## src/rtl/fir_coeff_ctrl.sv

```systemverilog
// FIR coefficient controller: host writes a shadow tap bank, a commit copies it
// atomically into the active bank, and output is qualified once history settles.
module fir_coeff_ctrl #(
  parameter int COEFF_WIDTH = 17,
  parameter int N_TAPS      = 16,
  parameter int ADDR_WIDTH  = 6
) (
  input  logic                            clk,
  input  logic                            rst_n,
  input  logic                            cfg_wr_valid,
  output logic                            cfg_wr_ready,
  input  logic [ADDR_WIDTH-1:0]           cfg_wr_addr,
  input  logic [COEFF_WIDTH-1:0]          cfg_wr_data,
  input  logic                            cfg_commit_valid,
  output logic                            cfg_commit_ready,
  input  logic                            sample_valid_in,
  output logic [N_TAPS*COEFF_WIDTH-1:0]   coeff_flat,
  output logic                            fir_out_valid,
  output logic                            busy,
  output logic                            err_addr
);

  localparam int CW = $clog2(N_TAPS + 1);
  localparam logic [ADDR_WIDTH:0] NT_A = (ADDR_WIDTH+1)'(N_TAPS);

  typedef enum logic [1:0] {EMPTY, COPY, SETTLE, ACTIVE} state_t;

  state_t                                state_q, state_d;
  logic [CW-1:0]                         cnt_q, cnt_d;
  logic [N_TAPS-1:0][COEFF_WIDTH-1:0]    shadow_q, active_q;
  logic                                  err_q, busy_q, fov_q;
  logic                                  wr_acc, cm_acc, addr_ok;

  assign cfg_wr_ready     = (state_q != COPY);
  assign cfg_commit_ready = (state_q != COPY);
  assign wr_acc  = cfg_wr_valid && cfg_wr_ready;
  assign cm_acc  = cfg_commit_valid && cfg_commit_ready;
  assign addr_ok = ({1'b0, cfg_wr_addr} < NT_A);

  always_comb begin
    state_d = state_q;
    cnt_d   = cnt_q;
    case (state_q)
      EMPTY, ACTIVE: if (cm_acc) state_d = COPY;
      COPY: begin
        state_d = SETTLE;
        cnt_d   = CW'(N_TAPS);
      end
      SETTLE: begin
        // A recommit discards any partial settle progress.
        if (cm_acc) state_d = COPY;
        else if (sample_valid_in) begin
          cnt_d = cnt_q - CW'(1);
          if (cnt_q == CW'(1)) state_d = ACTIVE;
        end
      end
      default: state_d = EMPTY;
    endcase
  end

  always_ff @(posedge clk or negedge rst_n) begin
    if (!rst_n) begin
      state_q  <= EMPTY;
      cnt_q    <= '0;
      shadow_q <= '0;
      active_q <= '0;
      err_q    <= 1'b0;
      busy_q   <= 1'b0;
      fov_q    <= 1'b0;
    end else begin
      state_q <= state_d;
      cnt_q   <= cnt_d;
      busy_q  <= (state_d == COPY) || (state_d == SETTLE);
      fov_q   <= (state_d == ACTIVE);
      if (wr_acc && !addr_ok) err_q <= 1'b1;
      // Shadow write lands at the commit edge, so COPY picks it up next cycle.
      for (int k = 0; k < N_TAPS; k++)
        if (wr_acc && addr_ok && (cfg_wr_addr == ADDR_WIDTH'(k)))
          shadow_q[k] <= cfg_wr_data;
      if (state_q == COPY) active_q <= shadow_q;
    end
  end

  assign coeff_flat    = active_q;
  assign fir_out_valid = fov_q;
  assign busy          = busy_q;
  assign err_addr      = err_q;

endmodule

```

## config.mk

```make
export PLATFORM = sky130hd
export DESIGN_NAME = fir_coeff_ctrl
export DESIGN_NICKNAME = d
export VERILOG_FILES = /design/src/rtl/fir_coeff_ctrl.sv
export SDC_FILE = /design/constraint.sdc
export NUM_CORES = 1
export LEC_CHECK = 0
export ABC_AREA = 1
export BUFFER_PORTS_ARGS = -buffer_cell sky130_fd_sc_hd__buf_4
export CAP_MARGIN = 20
export CORE_ASPECT_RATIO = 0.8
export CORE_MARGIN = 2
export CORE_UTILIZATION = 35
export CTS_CLUSTER_SIZE = 12
export DETAILED_ROUTE_END_ITERATION = 8
export RECOVER_POWER = 50
export SYNTH_ARGS = -nofsm -noshare
export SYNTH_HDL_FRONTEND = slang
export SYNTH_SLANG_ARGS = --single-unit
```

## constraint.sdc

```tcl
create_clock -name clk -period 1.9 [get_ports clk]
set_clock_uncertainty 0.05 [all_clocks]
set_input_delay 0.095 -clock clk [delete_from_list [all_inputs] [get_ports clk]]
set_output_delay 0.095 -clock clk [all_outputs]
set_load 0.02 [all_outputs]
```

After elaboration in Yosys (flattened, before gate mapping)
Cells that the tools add are included.
- flip-flop bits (word level): 554
- bits of input ports: 28
- output and inout bits: 277
- add/sub/neg operators: 1
- order comparisons: 1
- equal/unequal tests: 25
- multiplexer cells: 8
- reduce and logical (&&, ||, !) cells: 27
- operator list (operator ; number):
    $eq 6x4->1 const B ; 8
    $eq 6x3->1 const B ; 4
    $logic_and 1x1->1 ; 20
    $eq 6x2->1 const B ; 2
    $mux 5 ; 2
    $pmux 5 s2 ; 1
    $eq 2x2->1 const B ; 4
    $mux 2 ; 4
    $eq 6x1->1 const B ; 1
    $logic_not 6->1 ; 1
    $lt 6x5->1 const B ; 1
    $pmux 2 s3 ; 1
    $eq 5x1->1 const B ; 1
    $sub 5x1->5 const B ; 1
    $eq 2x1->1 const B ; 2
    $ne 2x2->1 const B ; 2
    $reduce_and 3->1 ; 1
    $logic_not 2->1 ; 1
    $ne 2x1->1 const B ; 1
    $reduce_bool 2->1 ; 1
    $reduce_or 2->1 ; 1
    $logic_not 1->1 ; 1
    $logic_or 1x1->1 ; 1

Longest topological paths before layout
Gate-level depths: netlist of run 1.
- depth in word-level cells: 7
- depth in mapped cells: 9

Worst setup path after synthesis of run 1
OpenSTA, ideal clock, no wires.
- kind: register -> register
- from: register state_q[1]
- to: register shadow_q[105] (netlist name)
- library setup time: 0.133 ns
- arrival: 1.452 ns
- required time: 1.717 ns
- setup slack: 0.264 ns
- cell stages (with the launch flop): 10
- cell sequence: dfrtp_1 inv_1 ha_1 nor2_1 nand2_2 inv_2 nand3_2 clkbuf_1 nand2_1 o21ai_0
- word-level cells in the longest chain between the ends: 4
- ends and longest elaborated chain (element ; line ; source):
    from (decl) ; 28 ; state_t state_q, state_d;
    from (signal assigned) ; 71 ; state_q <= state_d;
    $ne 2x1->1 ; 34 ; assign cfg_wr_ready = (state_q != COPY);
    $logic_and 1x1->1 ; 36 ; assign wr_acc = cfg_wr_valid && cfg_wr_ready;
    $logic_and 1x1->1 (2 in a row) ; 78 ; if (wr_acc && addr_ok && (cfg_wr_addr == ADDR_WIDTH'(k)))
    to (signal, indexed assignment) ; 79 ; shadow_q[k] <= cfg_wr_data;
    to (decl) ; 30 ; logic [N_TAPS-1:0][COEFF_WIDTH-1:0] shadow_q, active_q;
Every way passes these cells.
A chain may end at the register's enable or synchronous reset.

Final worst setup path of run 1
- from: register state_q[1]
- to: output port cfg_commit_ready
- word-level cells in the longest chain between the ends: 1
- ends and longest elaborated chain (element ; line ; source):
    $ne 2x1->1 ; 35 ; assign cfg_commit_ready = (state_q != COPY);
    to (decl) ; 15 ; output logic cfg_commit_ready,
Every way passes these cells.

==> results of run 1 <==
layout by cell type (no fill, tap or decap), types with 10 or more instances in the layout:
master,n
nand2_1,1117
dfrtp_1,554
o21ai_0,265
buf_4,193
clkbuf_1,151
clkbuf_16,58
inv_1,29
buf_12,21
dlygate4sd3_1,16
nor2_1,11
o21ai_1,10
per-stage QoR:
| stage | hold slack [ns] | area [µm²] |
|---|---|---|
| final | 0.03443 | 25280 |
| after global routing | 0.01636 | 25280 |
| after CTS | 0.0003731 | 25890 |
| after detailed placement | -0.05519 | 23910 |
| after global placement | -0.05680 | 23910 |
| after floorplan | -0.2506 | 20350 |
power breakdown:
part           switching, W  internal (W)
clock               0.00444       0.00591
combinational       0.00889       0.00448
sequential          0.00259        0.0154
cells by family (layout without fill, tap and decap cells):
group           count (synthesis)  in the layout  share of synthesized area
fa+ha+maj                       5              5                   0.003074
compound gates                282            282                    0.06961
simple gates                 1148           1148                     0.2154
buf+inv                       158            502                    0.03062
flops                         554            554                     0.6813
synthesized netlist by cell type:
cell      instances  area [µm²]
a21oi_1           4       20.02
a31oi_1           1       6.260
buf_1             4       15.01
buf_2            21       105.1
buf_4             1       7.510
clkbuf_1        100       375.4
dfrtp_1         554       13860
ha_1              5       62.56
inv_1            30       112.6
inv_2             2       7.510
nand2_1        1117        4193
nand2_2           1       6.260
nand3_1           6       30.03
nand3_2           8       80.08
nand3b_1          1       7.510
nor2_1           11       41.29
nor2_2            2       12.51
o21ai_0         265        1326
o21ai_1          10       50.05
o21bai_1          1       7.510
o22ai_1           1       6.260
or2_2             2       12.51
sequential cells by signal, summed over array words and instances (netlist names):
signal and count:
coeff_flat 272, fir_out_valid 1, err_addr 1, state_q 2, busy 1, cnt_q 5
shadow_q 272
repair_timing:
action / 4_1_cts / 5_1_grt
endpoints found under the hold margin: 600 / 0
hold buffers: 17 / 0
setup buffers: 1 / 0
pin swaps: 0 / 0
gates resized for setup: 4 / 2
gates cloned: 3 / 0
endpoints found under the setup margin: 2 / 3
final timing paths:
| kind | slack [ns] | cells past startpoint | start | to |
|---|---|---|---|---|
| worst max-delay path | 0.08 | 6 | state_q[1] | cfg_commit_ready |
| worst min register to register | 0.42 | 2 | shadow_q[205] | coeff_flat[205] |
| max in group asynchronous | 0.28 | 3 | rst_n | coeff_flat[74] |
| min in group asynchronous | 0.21 | 3 | rst_n | shadow_q[124] |
| worst max register to register | 0.12 | 6 | state_q[1] | coeff_flat[219] |
| worst min-delay path | 0.03 | 4 | cfg_wr_data[11] | shadow_q[96] |
critical path: cells and delay by family, from the launching register on:
family	cells	cell delay [ns]
flip-flops	1	0.39
buffers and inverters	5	0.53
adder cells (fa/ha/maj)	1	0.15
routing by layer:
layer | wire length, µm | vias to the layer above | part of all wire | track usage
li1 | - | 7330 | - | -
met1 | 26360 | 7813 | 0.44 | 0.2790
met2 | 28730 | 458 | 0.48 | 0.3279
met3 | 3376 | 87 | 0.056 | 0.02713
met4 | 1466 | 0 | 0.024 | 0.06175
met5 | 0 | - | 0 | 0
area by class of cell:
cell class	count	area [µm²]
Timing Repair Buffer	386	2773
Clock buffer	72	1544
Inverter	32	136.4
Fill cell	5665	32540
Sequential cell	554	13860
Tap cell	769	962.2
Multi-Input combinational cell	1435	5874
Clock inverter	12	127.6
==> results.cfg, run 1 <==
[detailed_routing]
drcViolationCount = 0
drt-total-wl_um = 59930
ant_nets = 0
dr.first_iter.drc_count = 1363
vias = 15688
via_per_inst = 4.812
firstDrtPassIters = 5
routedWlPerCell_um = 18.38

[layout]
synthToLayoutAreaGrowth_pct = 24.24
antennaDiodeCount = 0
final_nets = 2498
final_core_util = 0.4372
drive_gt1_frac = 0.1285
final_cell_count_no_fill = 3260

[floorplanning]
core_area_um2 = 57820
start_util = 0.3519
std_cell_rows = 79
die_x_um = 273.6
dieArea_um2 = 60090
ios = 305
die_h_um = 219.7

[worst_setup_path]
worst_path_max_delay_cell = dfrtp_1
crit_path_start_kind = register
crit_arrival_ns = 1.68
worst-setup-path-type = register to output port
crit_path_end_kind = output port
cp_max_fo = 10
cpPeakStageDelay_ns = 0.39
cp_cell_sequence = inv_2 > ha_4 > buf_12 > inv_16 > buf_16 > buf_6
critPathRequiredTime_ns = 1.75

[yosys]
ys_warn_count = 0
syn_area_um2 = 20350
synthDistinctLibCells = 22
synth_fp_nets = 2180
ys_ff_latch = 554
postSynthAreaPerCell_um2 = 9.478
synth_cells = 2147
ys_seq_area_frac = 0.6813

[sta]
layout_min_cycle_time_ns = 1.821
max_freq_mhz = 549.3
slew_violations = 0
max_slew_margin = 0.01192
setup_viol = 0
timing_hold_violations_final = 0
tightestPinTransition_ns = 1.482
fin_ws_ns = 0.07935
fin_crit_sh = 0.9582
finalSetupTns_ns = 0
rsz0062_at_grt = yes

[global_routing]
grt_pass1_wl_um = 92050
grt_use_total = 0.2008
antenna_found_initial = 3
grt_max_degree = 152
gr-total-overflow = 0
grt_pass1_vias = 15220

[place]
gp_congestion = 0.7652
hpwl_um = 36420
place_ws_ns = 0.1245
dpl.cell_count = 3155
numPortBuffers = 304

[clock_network]
numCtsBuffers = 56
path_clk_slew_ns = 0.06
cts_sinks = 554
cts_root_buffer = clkbuf_16
clockBufferDepth = 3
clk_latency_ns = 0.60
cts_tree = done
htreeDepth = 2

[run]
max_cap_violations = 0

[pwr]
p_leak_nw = 13.23
ir_drop_v = 0.001474
power-per-cell-area_nw_per_um2 = 1652
finalPower_w = 0.04176

[run_status]
outcome = finished, final reports clean

[hold_path]
hold_class = input port to register
Power figures use the tool's default switching activity.
==> inputs of run 2 (changes only) <==
CORE_UTILIZATION = 48   (was 35)
PLACE_DENSITY = 0.69   (was unset)
==> run 2 against run 1 <==
Against the previous run:
- sequential cell count stayed put
- power is 0.76% higher
- die area is 27% lower
- combinational power hardly changed
- count of clock-buffer cells in the layout is 9 higher
- critical path depth is 2 higher
- core utilization is 16 points higher
- global-route usage is 6.3 points higher
- final cell count is 6.5% lower
- register-to-register slack worse by 0.07 ns
- clock power hardly changed
==> results.cfg, run 2 (synthesized netlist as in run 1, its figures left out) <==
[sta]
timing_hold_violations_final = 0
layout_min_cycle_time_ns = 1.850
slew_violations = 0
max_slew_margin = 0.2855
rsz0062_at_grt = no
tightestPinTransition_ns = 1.072
setup_viol = 0
max_freq_mhz = 540.4
finalSetupTns_ns = 0
fin_crit_sh = 0.9739

[floorplanning]
die_x_um = 234.2
std_cell_rows = 67
core_area_um2 = 41830
start_util = 0.4864
ios = 305
dieArea_um2 = 44070
die_h_um = 188.2

[worst_setup_path]
rr_worst_depth = 8
crit_path_start_kind = register
crit_path_end_kind = register
critPathRequiredTime_ns = 2.30
worst-setup-path-type = register to register
r2r_start = state_q[1]
crit_start = state_q[1]
rr_endpoint = busy
crit_arrival_ns = 2.25
r2r_setup_slack_ns = 0.05
cp_max_fo = 2

[detailed_routing]
ant_nets = 0
via_per_inst = 5.200
vias = 15843
drt-total-wl_um = 56780
routedWlPerCell_um = 18.63
drcViolationCount = 0
dr.first_iter.drc_count = 1519
firstDrtPassIters = 7

[layout]
fill_cells = 3647
synthToLayoutAreaGrowth_pct = 22.95
final_cell_count_no_fill = 3047
layout_common_cells = nand2_1 (1,117), dfrtp_1 (554), o21ai_0 (265)
final_nets = 2499
multi_input_area_um2 = 5879
seq_area_um2 = 13860
layout_commonest_cell = nand2_1
drive_gt1_frac = 0.1288

[place]
dpl.cell_count = 2940
numPortBuffers = 304
hpwl_um = 34570
gp_congestion = 0.8315

[run]
max_cap_violations = 0

[global_routing]
grt_pass1_wl_um = 89150
gr-total-overflow = 0
grt_max_degree = 91
antenna_found_initial = 4
grt_pass1_vias = 15634
grt_use_total = 0.2635

[clock_network]
path_clk_slew_ns = 0.06
numCtsBuffers = 55
clk_latency_ns = 0.58
cts_tree = done
clockBufferDepth = 3
htreeDepth = 2
cts_sinks = 554
cts_root_buffer = clkbuf_16

[pwr]
ir_drop_v = 0.0009813
power-per-cell-area_nw_per_um2 = 1682
p_leak_nw = 13.23

[run_status]
outcome = finished, final reports clean

[hold_path]
hold_class = input port to asynchronous set/reset pin
run 2: report_power, final:
part / internal [W] / total (W) / switching (W) / leakage [nW]
clock: 0.00609 / 0.0104 / 0.00428 / 0.829
sequential: 0.0155 / 0.0181 / 0.00263 / 7.49
combinational: 0.00460 / 0.0136 / 0.00904 / 4.91
run 2: how the worst max path moves through the flow:
stage	endpoint	slack [ns]
floorplan	shadow_q[105]	0.26
global placement	shadow_q[76]	0.18
detailed placement	coeff_flat[165]	0.14
CTS	cfg_commit_ready	0.03
global route	shadow_q[30]	0.003
finish	busy	0.05
run 2: layer usage:
layer,GRT usage,wire (µm)
met1,0.3814,24890
met2,0.4200,26820
met3,0.03209,3455
met4,0.07936,1611
met5,0,0
run 2: area by class of cell:
class	count	share of cell area
flip-flops and latches	554	0.5541
multi-input cells	1435	0.2350
repair buffers	388	0.1101
clock buffers	81	0.06502
well taps	552	0.02761
inverters	32	0.005301
clock inverters	3	0.002601
diodes	2	0.0002001
run 2: critical path, cell delays in order, from the launching register on:
cell     delay [ns]
dfrtp_1        0.40
buf_4          0.14
buf_4          0.13
ha_1           0.28
nor2_1         0.06
a21oi_1        0.13
nand2_1        0.10
a21oi_1        0.18
ha_1           0.27
run 2: what timing repair did:
item,4_1_cts,5_1_grt
endpoints found under the setup margin,2,4
setup buffers,3,4
hold buffers,11,0
gates cloned,3,0
endpoints found under the hold margin,572,0
resized for setup,5,2
run 2: metrics by stage:
step,utilization,total power [W],worst slack (ns),instance area [µm²],hold WS [ns]
after floorplan,-,0.02523,0.2645,20350,-0.2506
final,0.5981,0.04208,0.04960,25020,0.02660
after detailed placement,0.5652,0.03239,0.1364,23640,0.03854
after CTS,0.6116,0.04338,0.02920,25590,0.006744
after global routing,0.5981,0.04439,0.002681,25020,0.02740
after global placement,0.5652,0.03202,0.1836,23640,0.03497
